--- src/rtl/usr_pkg.sv ---
// Shared op codes, FSM states and op classification for the universal shift register.
// USR_ROT_EN selects whether ROR/ROL count as step operations.
package usr_pkg;

   typedef enum logic [2:0] {
      OP_HOLD = 3'd0,
      OP_LOAD = 3'd1,
      OP_SHR  = 3'd2,
      OP_SHL  = 3'd3,
      OP_ROR  = 3'd4,
      OP_ROL  = 3'd5,
      OP_ASR  = 3'd6,
      OP_ILL  = 3'd7
   } op_e;

   typedef enum logic {
      ST_IDLE = 1'b0,
      ST_RUN  = 1'b1
   } state_e;

   // Ops that move bits one position per clock; everything else completes on accept.
   function automatic logic is_step_op(input op_e o);
      logic r;
      case (o)
         OP_SHR, OP_SHL, OP_ASR: r = 1'b1;
`ifdef USR_ROT_EN
         OP_ROR, OP_ROL:         r = 1'b1;
`endif
         default:                r = 1'b0;
      endcase
      return r;
   endfunction

endpackage

--- src/rtl/usr_step.sv ---
// Combinational single-step shift/rotate: next register value for one step of op.
// Rotate muxing exists only when USR_ROT_EN is defined; otherwise codes 4/5 pass q through.
module usr_step
   import usr_pkg::*;
#(
   parameter int WIDTH = 8
) (
   input  logic [WIDTH-1:0] q,
   input  op_e              op,
   input  logic             d_sr,
   input  logic             d_sl,
   output logic [WIDTH-1:0] q_nxt
);

   always_comb begin
      q_nxt = q;
      case (op)
         OP_SHR:  q_nxt = {d_sr, q[WIDTH-1:1]};
         OP_SHL:  q_nxt = {q[WIDTH-2:0], d_sl};
         OP_ASR:  q_nxt = {q[WIDTH-1], q[WIDTH-1:1]};
`ifdef USR_ROT_EN
         OP_ROR:  q_nxt = {q[0], q[WIDTH-1:1]};
         OP_ROL:  q_nxt = {q[WIDTH-2:0], q[WIDTH-1]};
`endif
         default: q_nxt = q;
      endcase
   end

endmodule

--- src/rtl/univ_shift_reg.sv ---
// Universal shift register: multi-step shift/rotate under start/busy/done, one step per clock.
// First step on the accept edge; start is ignored while busy; rotates need USR_ROT_EN.
module univ_shift_reg
   import usr_pkg::*;
#(
   parameter int WIDTH = 8,
   parameter int CNT_W = $clog2(WIDTH) + 1
) (
   input  logic             clk,
   input  logic             rst,
   input  logic             start,
   input  logic [2:0]       op,
   input  logic [CNT_W-1:0] cnt,
   input  logic [WIDTH-1:0] D,
   input  logic             D_sr,
   input  logic             D_sl,
   output logic [WIDTH-1:0] Q,
   output logic             so_r,
   output logic             so_l,
   output logic             busy,
   output logic             done
);

   localparam logic [CNT_W-1:0] CNT_ONE  = CNT_W'(1);
   localparam logic [CNT_W-1:0] CNT_ZERO = '0;

   state_e           state, state_nxt;
   op_e              op_r, op_d, op_in, step_op;
   logic [CNT_W-1:0] rem, rem_d;
   logic [WIDTH-1:0] q_r, q_d, step_q;
   logic             done_r, done_d;

   assign op_in   = op_e'(op);
   // The single step unit serves both the accept edge and the RUN steps.
   assign step_op = (state == ST_RUN) ? op_r : op_in;

   usr_step #(.WIDTH(WIDTH)) u_step (
      .q     (q_r),
      .op    (step_op),
      .d_sr  (D_sr),
      .d_sl  (D_sl),
      .q_nxt (step_q)
   );

   always_ff @(posedge clk or posedge rst) begin
      if (rst) begin
         state  <= ST_IDLE;
         q_r    <= '0;
         rem    <= '0;
         op_r   <= OP_HOLD;
         done_r <= 1'b0;
      end else begin
         state  <= state_nxt;
         q_r    <= q_d;
         rem    <= rem_d;
         op_r   <= op_d;
         done_r <= done_d;
      end
   end

   always_comb begin
      state_nxt = state;
      q_d       = q_r;
      rem_d     = rem;
      op_d      = op_r;
      done_d    = 1'b0;
      case (state)
         ST_IDLE: begin
            if (start) begin
               op_d = op_in;
               if (op_in == OP_LOAD) begin
                  q_d    = D;
                  done_d = 1'b1;
               end else if (is_step_op(op_in) && (cnt != CNT_ZERO)) begin
                  q_d   = step_q;
                  rem_d = cnt - CNT_ONE;
                  if (cnt == CNT_ONE) done_d = 1'b1;
                  else                state_nxt = ST_RUN;
               end else begin
                  // HOLD, cnt=0, illegal code, or a disabled rotate: finish immediately.
                  done_d = 1'b1;
               end
            end
         end
         ST_RUN: begin
            q_d   = step_q;
            rem_d = rem - CNT_ONE;
            if (rem == CNT_ONE) begin
               state_nxt = ST_IDLE;
               done_d    = 1'b1;
            end
         end
      endcase
   end

   assign Q    = q_r;
   assign so_r = q_r[0];
   assign so_l = q_r[WIDTH-1];
   assign busy = (state == ST_RUN);
   assign done = done_r;

endmodule

--- config.mk ---
export PLATFORM = sky130hd
export DESIGN_NAME = univ_shift_reg
export DESIGN_NICKNAME = d
export VERILOG_FILES = /design/src/rtl/usr_pkg.sv /design/src/rtl/usr_step.sv /design/src/rtl/univ_shift_reg.sv
export SDC_FILE = /design/constraint.sdc
export NUM_CORES = 1
export LEC_CHECK = 0
export CELL_PAD_IN_SITES_DETAIL_PLACEMENT = 0
export CELL_PAD_IN_SITES_GLOBAL_PLACEMENT = 2
export CORE_MARGIN = 2
export CORE_UTILIZATION = 29
export DETAILED_ROUTE_END_ITERATION = 10
export PLACE_DENSITY = 0.82
export SLEW_MARGIN = 20
export SYNTH_ARGS = -nofsm -noshare
export SYNTH_HDL_FRONTEND = slang
export SYNTH_SLANG_ARGS = --single-unit
--- constraint.sdc ---
create_clock -name clk -period 1.8 [get_ports clk]
set_input_delay 0.45 -clock clk [delete_from_list [all_inputs] [get_ports clk]]
set_output_delay 0.45 -clock clk [all_outputs]
set_load 0.02 [all_outputs]
==> impl_metrics.csv <==
group,metric,value,unit
sta,min_period,1.76,ns
cts,cts_max_path_buffers,2,
finish,fin_cells,211,
grt,grt_pass1_wl,4.73,mm
power_and_ir_drop,switching_share,40.0,%
worst_setup_path,arrival,1.93,ns
power_and_ir_drop,power_switching,0.921,mW
cts,clk_pin_slew_worst_paths,0.07,ns
grt,antenna_found_initial,0,
power_and_ir_drop,clockPowerShare,12.5,%
route,wl,2.88,mm
finish,num-nets-final,188,
sta,setup_violations,0,
finish,final_cell_area,0.00171,mm2
sta,post-route-period-util,97.7,%
yosys,syn-cell-area,0.00116,mm2
power_and_ir_drop,p_per_area,1350,mW/mm2
worst_setup_path,slowest_delay,0.46,ns
finish,fillers,388,
floorplanning,die_w,67.2,um
yosys,syn-instance-count,112,
min_path,min_path_type,"primary input to async pin",
place,placed_area,0.00164,mm2
sta,rsz0062_at_grt,"false",
power_and_ir_drop,pwr-share-comb,55.2,%
cts,clkLatencyLatePin,0.25,ns
sta,setup_ws,0.0421,ns
sta,hold_viol_final,0,
worst_setup_path,crit_required,1.97,ns
sta,finalMaxSlewViolations,0,
yosys,synth_seq_cells,17,
route,detail-route-antenna-nets,0,
finish,synthToLayoutAreaGrowth,47.2,%
cts,cts_tree,"done",
floorplanning,dieArea,0.00452,mm2
worst_setup_path,crit_slowest_cell,"clkdlybuf4s50_1",
power_and_ir_drop,p_leak,0.744,nW
cts,cts_made_buffers,3,
yosys,synth_top_area_cell,"dfrtp_1",
power_and_ir_drop,irDropWorstVdd,0.483,mV
sta,worstMarginPinSlew,0.273,ns
yosys,ys.warnings.count,0,
finish,drive_gt1_share,26.4,%
yosys,synth_ff_type,"dfrtp_1",
place,hpwl,2.26,mm
yosys,synth_nets,136,
worst_setup_path,path_cells,"clkdlybuf4s50_1 -> or3b_4 -> nand4_4 -> mux2_2 -> mux2i_1",
yosys,syn_avg_cell_area,10.4,um2
yosys,synth_top_area_share,36.7,%
grt,grt_max_degree,18,
grt,grt_pass1_vias,1063,
worst_setup_path,end_kind,"register",
route,drc,0,
power_and_ir_drop,power,2.30,mW
place,gp_congestion,0.770,
sta,finClkSkew,0.00273,ns
floorplanning,rows,22,
cts,cts_root_buf,"clkbuf_8",
route,wl_per_cell,13.6,um
floorplanning,ios,32,
yosys,synth_edf_count,0,
yosys,synth_most_common_cell,"dfrtp_1",
power_and_ir_drop,p_int,1.38,mW
status,status,"finished, final reports clean",
finish,antenna_cells,0,
sta,max_slew_margin,81.8,%
sta,fmax,569,MHz
grt,grtUsageTotal,13.6,%
power_and_ir_drop,power_frac_seq,32.4,%
worst_setup_path,crit_fanout,4,
cts,cts_hold_buf,0,
grt,grt-ovfl-total,0,
yosys,ys_seq_area_share,36.7,%
yosys,synth_area_leaders,"dfrtp_1, mux2_2, ha_1, mux2i_1, o2bb2ai_1",
yosys,async_flop_share,100,%
yosys,synthTopCellsByCount,"dfrtp_1, inv_1, nor2_1, nand2_1",
worst_setup_path,worst-setup-path-type,"primary input to register",
route,first_iter_violations,91,
floorplanning,start_util,31.0,%
job,max_cap_viol_count,0,
floorplanning,core-area,0.00374,mm2
route,via_per_inst,5.18,
sta,hold_ws,0.513,ns
route,vias,1092,
place,pre_cts_ws,-0.519,ns
cts,cts.sinks,17,
floorplanning,die_h,67.2,um
place,dp.cells,204,
route,firstDrtPassIters,5,
place,portBuffers,31,
yosys,ys_types,39,
cts,cts_htree_levels,1,
worst_setup_path,start_kind,"primary input",
-- registers in the layout (all words and copies together), names as in the netlist --
register	flops
busy	1
Q	8
op_r	3
done	1
rem	4
-- kinds of logic (layout without fill, tap and decap cells) --
family / Yosys count / count (layout) / synth area share [%]
buffers and inverters: 16 / 67 / 7.66
and+or+nand+nor: 32 / 32 / 17.6
DFF: 17 / 17 / 36.7
adders and majority gates: 4 / 4 / 4.32
xor gates and xnor gates: 3 / 3 / 2.27
muxes: 10 / 10 / 9.17
AOI/OAI and AO/OA: 30 / 30 / 22.3
-- power groups by stage --
stage	Clock, mW	Sequential, mW	Combinational (mW)
floorplan	0	0.787	0.795
global placement	0	0.744	1.26
detailed placement	0	0.750	1.28
CTS	0.301	0.747	1.29
global route	0.323	0.775	1.40
finish	0.287	0.745	1.27
-- final timing paths --
kind,startpoint,endpoint,slack (ns),cells past startpoint
worst min register to register,rem[2],rem[2],0.54,1
worst max-delay path,cnt[3],rem[1],0.04,5
min in group clk,rem[2],rem[2],0.54,1
worst min-delay path,rst,done,0.51,3
worst max register to register,busy,Q[2],0.26,4
max in group asynchronous,rst,busy,1.08,3
-- layout make-up --
type	instances	area (um2)	area share [%]
tap	48	60.1	3.52
clock buffer	3	41.3	2.42
timing repair buffer	54	479	28.1
sequential	17	427	25.0
multi-input combinational	79	662	38.8
inverter	9	33.8	1.98
clock inverter	1	5.00	0.293
-- critical path, delay by kind of cell --
| kind | cells | cell delay (ns) |
|---|---|---|
| buffers and inverters | 1 | 0.46 |
| multiplexers | 2 | 0.47 |
| AND/OR/NAND/NOR | 2 | 0.54 |
-- through the flow --
stage / TNS (ns) / utilization [%]
6_report: 0 / 45.6
5_1_grt: 0 / 45.6
4_1_cts: 0 / 45.6
3_5_place_dp: -4.44 / 43.7
3_3_place_gp: -3.82 / 43.7
2_1_floorplan: 0 / -
-- what timing repair did --
action	in CTS	in global routing
buffers inserted	3	0
gates resized for setup	10	1
setup endpoints to repair	12	2
pin swaps	2	1
-- metal layers --
metal	wire [um]	share of wire, %	vias up	track usage, %
met5	0	0	-	0
met4	13	0.45	0	4.59
met3	158	5.5	2	1.50
met2	1450	51	32	25.6
met1	1250	43	529	15.8
li1	-	-	529	-
-- placed cells by master (no fill, tap or decap), types with 4 or more instances in the layout --
cell type / count
o2bb2ai_1: 5
inv_1: 7
nand2_1: 6
dlygate4sd2_1: 5
mux2_2: 5
clkdlybuf4s50_1: 25
dfrtp_1: 16
nor2_1: 7
buf_4: 23
a222oi_1: 4
mux2i_1: 5
No activity file was read; power rests on OpenSTA's default activity.
